===== src/rtl/iq_flow_ctrl_pkg.sv =====
// Shared types and constants for the issue-queue flow controller.
package iq_flow_ctrl_pkg;

    localparam int unsigned IqDepth    = 16;
    localparam int unsigned IqAddr     = $clog2(IqDepth);
    localparam int unsigned DispWidth  = 4;
    localparam int unsigned IssueWidth = 2;

    // One extra bit so a completely full queue (IqDepth entries) is representable.
    typedef logic [IqAddr:0] iq_cnt_t;

    typedef enum logic [1:0] {
        StInit,
        StRun,
        StFlush
    } iq_flow_state_e;

    function automatic iq_cnt_t free_of(iq_cnt_t occ);
        return iq_cnt_t'(IqDepth) - occ;
    endfunction

endpackage


===== src/rtl/iq_flow_ctrl_if.sv =====
// Dispatch/issue handshake bundle between the flow controller and its surroundings.
// Perf counter signals exist only when IQ_FLOW_PERF_EN is defined.
interface iq_flow_ctrl_if;
    import iq_flow_ctrl_pkg::*;

    logic                    flush;
    logic [2:0]              disp_num;
    logic                    disp_ready;
    logic [2:0]              iq_in_num;
    logic [IssueWidth-1:0]   pipe_ready;
    logic [1:0]              iq_out_num;
    logic [IssueWidth-1:0]   issue_valid;
    logic [IssueWidth-1:0]   issue_slot_sel;
    logic                    iq_clear;
    iq_cnt_t                 occupancy;
    iq_cnt_t                 free_slots;
`ifdef IQ_FLOW_PERF_EN
    logic [31:0]             perf_full_stall;
    logic [31:0]             perf_empty;
`endif

    modport slave (
        input  flush, disp_num, pipe_ready,
        output disp_ready, iq_in_num, iq_out_num, issue_valid, issue_slot_sel,
        output iq_clear, occupancy, free_slots
`ifdef IQ_FLOW_PERF_EN
        , output perf_full_stall, perf_empty
`endif
    );

    modport master (
        output flush, disp_num, pipe_ready,
        input  disp_ready, iq_in_num, iq_out_num, issue_valid, issue_slot_sel,
        input  iq_clear, occupancy, free_slots
`ifdef IQ_FLOW_PERF_EN
        , input perf_full_stall, perf_empty
`endif
    );

endinterface


===== src/rtl/iq_flow_ctrl_issue_steer.sv =====
// Combinational steering of the two oldest queue slots onto ready execution pipes.
module iq_issue_steer
    import iq_flow_ctrl_pkg::*;
(
    input  logic       en_i,
    input  logic [1:0] ready_i,
    input  iq_cnt_t    occ_i,
    output logic [1:0] out_num_o,
    output logic [1:0] valid_o,
    output logic [1:0] slot_sel_o
);

    always_comb begin
        valid_o    = 2'b00;
        slot_sel_o = 2'b00;
        if (en_i && (occ_i != '0)) begin
            case (ready_i)
                2'b01: valid_o = 2'b01;
                2'b10: valid_o = 2'b10;
                2'b11: begin
                    // Slot0 always lands on pipe0; slot1 only exists with two entries.
                    if (occ_i >= iq_cnt_t'(2)) begin
                        valid_o    = 2'b11;
                        slot_sel_o = 2'b10;
                    end else begin
                        valid_o    = 2'b01;
                    end
                end
                default: valid_o = 2'b00;
            endcase
        end
        out_num_o = {1'b0, valid_o[0]} + {1'b0, valid_o[1]};
    end

endmodule


===== src/rtl/iq_flow_ctrl.sv =====
// Issue-queue flow controller: FSM, dispatch back-pressure, occupancy and issue steering.
// Optional saturating perf counters when IQ_FLOW_PERF_EN is defined.
module iq_flow_ctrl
    import iq_flow_ctrl_pkg::*;
(
    input logic           clk,
    input logic           rst,
    iq_flow_ctrl_if.slave bus
);

    iq_flow_state_e state_q, state_d;
    iq_cnt_t        occ_q, occ_d;
    logic           clear_q, clear_d;

    logic       run;
    logic [2:0] disp_eff;
    logic [2:0] disp_num;
    iq_cnt_t    free;
    logic       disp_ready;
    logic [2:0] in_num;
    logic [1:0] out_num;

    assign disp_num = bus.disp_num;

    iq_issue_steer u_steer (
        .en_i       (run),
        .ready_i    (bus.pipe_ready),
        .occ_i      (occ_q),
        .out_num_o  (out_num),
        .valid_o    (bus.issue_valid),
        .slot_sel_o (bus.issue_slot_sel)
    );

    always_comb begin
        run        = (state_q == StRun);
        disp_eff   = (disp_num <= 3'd4) ? disp_num : 3'd0;
        free       = free_of(occ_q);
        // Pops in this cycle are deliberately not credited to free space.
        disp_ready = run && (iq_cnt_t'(disp_eff) <= free);
        in_num     = disp_ready ? disp_eff : 3'd0;

        state_d = state_q;
        case (state_q)
            StInit:  state_d = bus.flush ? StFlush : StRun;
            StRun:   if (bus.flush) state_d = StFlush;
            StFlush: if (!bus.flush) state_d = StRun;
            default: state_d = StInit;
        endcase

        occ_d = occ_q;
        if (run) occ_d = occ_q + iq_cnt_t'(in_num) - iq_cnt_t'(out_num);
        if (state_d == StFlush) occ_d = '0;

        clear_d = (state_d == StFlush) && (state_q != StFlush);
    end

    always_ff @(posedge clk or posedge rst) begin
        if (rst) begin
            state_q <= StInit;
            occ_q   <= '0;
            clear_q <= 1'b0;
        end else begin
            state_q <= state_d;
            occ_q   <= occ_d;
            clear_q <= clear_d;
        end
    end

    assign bus.disp_ready = disp_ready;
    assign bus.iq_in_num  = in_num;
    assign bus.iq_out_num = out_num;
    assign bus.iq_clear   = clear_q;
    assign bus.occupancy  = occ_q;
    assign bus.free_slots = free;

`ifdef IQ_FLOW_PERF_EN
    logic [31:0] stall_q, stall_d;
    logic [31:0] empty_q, empty_d;

    always_comb begin
        stall_d = stall_q;
        empty_d = empty_q;
        if (run && (disp_eff != 3'd0) && !disp_ready && (stall_q != '1)) stall_d = stall_q + 32'd1;
        if (run && (occ_q == '0) && (bus.pipe_ready != '0) && (empty_q != '1)) begin
            empty_d = empty_q + 32'd1;
        end
    end

    always_ff @(posedge clk or posedge rst) begin
        if (rst) begin
            stall_q <= '0;
            empty_q <= '0;
        end else begin
            stall_q <= stall_d;
            empty_q <= empty_d;
        end
    end

    assign bus.perf_full_stall = stall_q;
    assign bus.perf_empty      = empty_q;
`endif

    a_disp_num_legal: assert property (@(posedge clk) disable iff (rst) disp_num <= 3'd4);
    a_occ_bound:      assert property (@(posedge clk) disable iff (rst)
                                       occ_q <= iq_cnt_t'(IqDepth));

endmodule


===== src/flat_wrapper.sv =====
// flat-port wrapper written by rule: the top's interface ports become plain ports
module iq_flow_ctrl_flat import iq_flow_ctrl_pkg::*;
  (clk, rst, bus_flush, bus_disp_num, bus_pipe_ready, bus_disp_ready, bus_iq_in_num, bus_iq_out_num, bus_issue_valid, bus_issue_slot_sel, bus_iq_clear, bus_occupancy, bus_free_slots);
  iq_flow_ctrl_if bus_i ();
  input logic clk;
  input logic rst;
  input wire logic [$bits(bus_i.flush)-1:0] bus_flush;
  input wire logic [$bits(bus_i.disp_num)-1:0] bus_disp_num;
  input wire logic [$bits(bus_i.pipe_ready)-1:0] bus_pipe_ready;
  output wire logic [$bits(bus_i.disp_ready)-1:0] bus_disp_ready;
  output wire logic [$bits(bus_i.iq_in_num)-1:0] bus_iq_in_num;
  output wire logic [$bits(bus_i.iq_out_num)-1:0] bus_iq_out_num;
  output wire logic [$bits(bus_i.issue_valid)-1:0] bus_issue_valid;
  output wire logic [$bits(bus_i.issue_slot_sel)-1:0] bus_issue_slot_sel;
  output wire logic [$bits(bus_i.iq_clear)-1:0] bus_iq_clear;
  output wire logic [$bits(bus_i.occupancy)-1:0] bus_occupancy;
  output wire logic [$bits(bus_i.free_slots)-1:0] bus_free_slots;
  assign bus_i.flush = bus_flush;
  assign bus_i.disp_num = bus_disp_num;
  assign bus_i.pipe_ready = bus_pipe_ready;
  assign bus_disp_ready = bus_i.disp_ready;
  assign bus_iq_in_num = bus_i.iq_in_num;
  assign bus_iq_out_num = bus_i.iq_out_num;
  assign bus_issue_valid = bus_i.issue_valid;
  assign bus_issue_slot_sel = bus_i.issue_slot_sel;
  assign bus_iq_clear = bus_i.iq_clear;
  assign bus_occupancy = bus_i.occupancy;
  assign bus_free_slots = bus_i.free_slots;
  iq_flow_ctrl u_core (.clk(clk), .rst(rst), .bus(bus_i));
endmodule

===== config.mk =====
export PLATFORM = sky130hd
export DESIGN_NAME = iq_flow_ctrl_flat
export DESIGN_NICKNAME = d
export VERILOG_FILES = /design/src/rtl/iq_flow_ctrl_pkg.sv /design/src/rtl/iq_flow_ctrl_if.sv /design/src/rtl/iq_flow_ctrl_issue_steer.sv /design/src/rtl/iq_flow_ctrl.sv /design/src/flat_wrapper.sv
export SDC_FILE = /design/constraint.sdc
export NUM_CORES = 1
export LEC_CHECK = 0
export ABC_AREA = 1
export CAP_MARGIN = 20
export CORE_MARGIN = 10
export CORE_UTILIZATION = 49
export CTS_CLUSTER_DIAMETER = 100
export DETAILED_ROUTE_END_ITERATION = 8
export PLACE_DENSITY = 0.84
export REMOVE_ABC_BUFFERS = 1
export SYNTH_ARGS = -nofsm -noshare
export SYNTH_HDL_FRONTEND = slang
export SYNTH_SLANG_ARGS = --single-unit

===== constraint.sdc =====
create_clock -name clk -period 8.5 [get_ports clk]
set_input_delay 1.275 -clock clk [delete_from_list [all_inputs] [get_ports clk]]
set_output_delay 1.275 -clock clk [all_outputs]
set_load 0.01 [all_outputs]

==> out/results.ini <==
[run_status]
status = finished clean

[timing]
hold_viol_final = 0
setup_ws_ns = 3.71
finalCriticalPeriod_ns = 4.79
drv_slew = 0
skew_ns = 0.000303
fin_crit_sh_pct = 56.4
rsz0062_at_grt = no
setup_violations = 0
fmax_mhz = 209
tns_ns = 0

[worst_setup_path]
r2r_end = u_core.bus.occupancy[4]
crit_path_frequent_cell = nand2_1
cp_cell_sequence = clkdlybuf4s50_1, inv_1, a21oi_1, nor2_1, ha_1, nand2_1, nand2_1, nand2_1, nand2_1, nand3_2, nand2_2, nor2_1, clkdlybuf4s50_1
cp_max_fo = 4
worstRegToRegCells = 18
reg2reg_slack_ns = 5.13
cp.arrival_ns = 3.52
crit_type = input pin to output port
worstPathRequired_ns = 7.22
slowest_stage = clkdlybuf4s50_1
r2r_start = u_core.bus.occupancy[0]
path_buf_inv = 3
critPathTopFamily = buffers and inverters
cp-end-kind = output port
crit_path_max_incr_delay_ns = 0.58
start_kind = input pin

[global_route]
overflow = 0
track_usage_pct = 11.1
top_usage_layer = met2
use_met3_pct = 2.33
met1_usage_pct = 12.7
antenna_found_initial = 0
use_met2_pct = 20.4
grt_pass1_vias = 817
grt_pass1_wl_um = 3700
grt_max_degree = 9

[cts]
post_cts_buffers = 0
holdBufCountCts = 0
numClockSinks = 8
clk_pin_slew_ns = 0.05
cts_tree = built
cts_buffers = 3
cts_resized = 0
clk_latency_ns = 0.25
root_buffer = clkbuf_4
ctsLongestPathBuffers = 2
h-tree-depth = 1

[routing]
drc = 0
wire_per_inst_um = 12.6
dr_total_vias = 851
wl_um = 2220
drt_iter0_markers = 25
vias_per_cell = 4.84
postRouteAntennaNets = 0
drt-pass1-iter-count = 4

[floorplan]
fp.dieH_um = 62.6
floorplan.rows = 15
die_w_um = 62.6
initial_core_util_pct = 51.4
dieArea_um2 = 3910
core_um2 = 1730
ioPinCount = 29

[power_and_ir_drop]
p_leak_nw = 0.634
power.density_nw_per_um2 = 167
ir_worst_vdd_mv = 0.107
power_mw = 0.200

[run]
maxCapViolations = 0

[finish]
synthToLayoutAreaGrowth_pct = 34.8
nets = 178
post_layout_nonfiller_instances = 176
antenna_cells = 0
drive_above_1_share_pct = 5.96

[worst_hold_path]
worstHoldStart = u_core.state_q[0]
hold_end = u_core.state_q[0]
hold_path_depth = 1
hold_class = register to register

[yosys]
syn-cell-area_um2 = 887
synthDistinctLibCells = 23
postSynthAreaPerCell_um2 = 7.21
syn_inst = 123
ys_ff_latch = 8
synth_seq_area_share_pct = 22.6
yosys_warnings = 0

[placed_design]
dp.cells = 173
gp_congestion = 0.818
pre_cts_ws_ns = 3.71
place_hpwl_um = 2000
io_buffer_count = 27

-- how the worst max path moves through the flow --
stage                          from                      end  slack [ns]  cells past startpoint
finish              bus_disp_num[1]         bus_iq_in_num[2]        3.71                     13
global route        bus_disp_num[1]         bus_iq_in_num[2]        3.55                     13
CTS                 bus_disp_num[1]         bus_iq_in_num[2]        3.71                     13
detailed placement  bus_disp_num[1]         bus_iq_in_num[2]        3.71                     13
global placement    bus_disp_num[1]         bus_iq_in_num[0]        3.88                     13
floorplan           bus_disp_num[1]  u_core.bus.occupancy[4]        4.81                     16
-- cells in the final DEF (no fill, tap or decap), types with 2 or more instances in the layout --
master / n
a21oi_1: 6
clkbuf_4: 3
clkdlybuf4s50_1: 27
dfrtp_1: 8
fa_1: 2
ha_1: 15
inv_1: 33
inv_2: 2
nand2_1: 17
nand3_1: 11
nor2_1: 10
o21ai_0: 2
o22ai_1: 3
xor2_1: 2
-- power breakdown --
part           internal (mW)  switching [mW]
logic                 0.0590          0.0656
clock network         0.0161          0.0123
registers             0.0423         0.00437
total                  0.117          0.0823
-- kinds of logic (layout without fill, tap and decap cells) --
kind of cell / after synthesis / in the layout / synth area share [%]
buffers and inverters: 37 / 65 / 16.5
AOI/OAI and AO/OA: 12 / 12 / 7.48
adders and majority gates: 17 / 17 / 25.7
xor gates and xnor gates: 2 / 2 / 1.97
DFF: 8 / 8 / 22.6
other: 1 / 1 / 0.423
and+or+nand+nor: 46 / 46 / 25.4
-- state kept, by name, indices dropped and copies added (netlist names) --
| register | cells |
|---|---|
| u_core.bus.occupancy | 5 |
| u_core.bus.iq_clear | 1 |
| u_core.state_q | 2 |
-- metrics by stage --
stage | hold slack [ns] | area (um2) | utilization [%]
finish | 0.490 | 1200 | 69.3
global route | 0.520 | 1200 | 69.3
CTS | 0.490 | 1200 | 69.3
detailed placement | 0.484 | 1170 | 68.0
global placement | 0.474 | 1170 | 68.0
floorplan | 0.455 | 872 | -
-- synth_stat cells --
cell type	n	area share [%]
inv_1	33	14
nand2_1	17	7.2
ha_1	15	21
nand3_1	11	6.2
nor2_1	10	4.2
dfrtp_1	8	23
a21oi_1	6	3.4
o22ai_1	3	2.1
buf_4	2	1.7
fa_1	2	4.5
inv_2	2	0.85
o21ai_0	2	1.1
xor2_1	2	2.0
a21o_1	1	0.85
and3_1	1	0.71
conb_1	1	0.42
nand2_2	1	0.71
nand3_2	1	1.1
nand3b_1	1	0.85
nand4_1	1	0.71
nor2_4	1	1.3
nor3_1	1	0.56
nor3_4	1	1.8
-- cell type report --
class	instances	area (um2)
Fill cell	149	531
Sequential cell	8	200
Inverter	35	131
Multi-Input combinational cell	78	541
Timing Repair Buffer	27	270
Tap cell	25	31.3
Clock buffer	3	22.5
-- routing by layer --
| metal | up-vias | routed length [um] |
|---|---|---|
| li1 | 436 | - |
| met1 | 392 | 934 |
| met2 | 23 | 1140 |
| met3 | 0 | 140 |
| met4 | 0 | 0 |
| met5 | - | 0 |
Note: power is estimated with default switching activity, not from simulation.
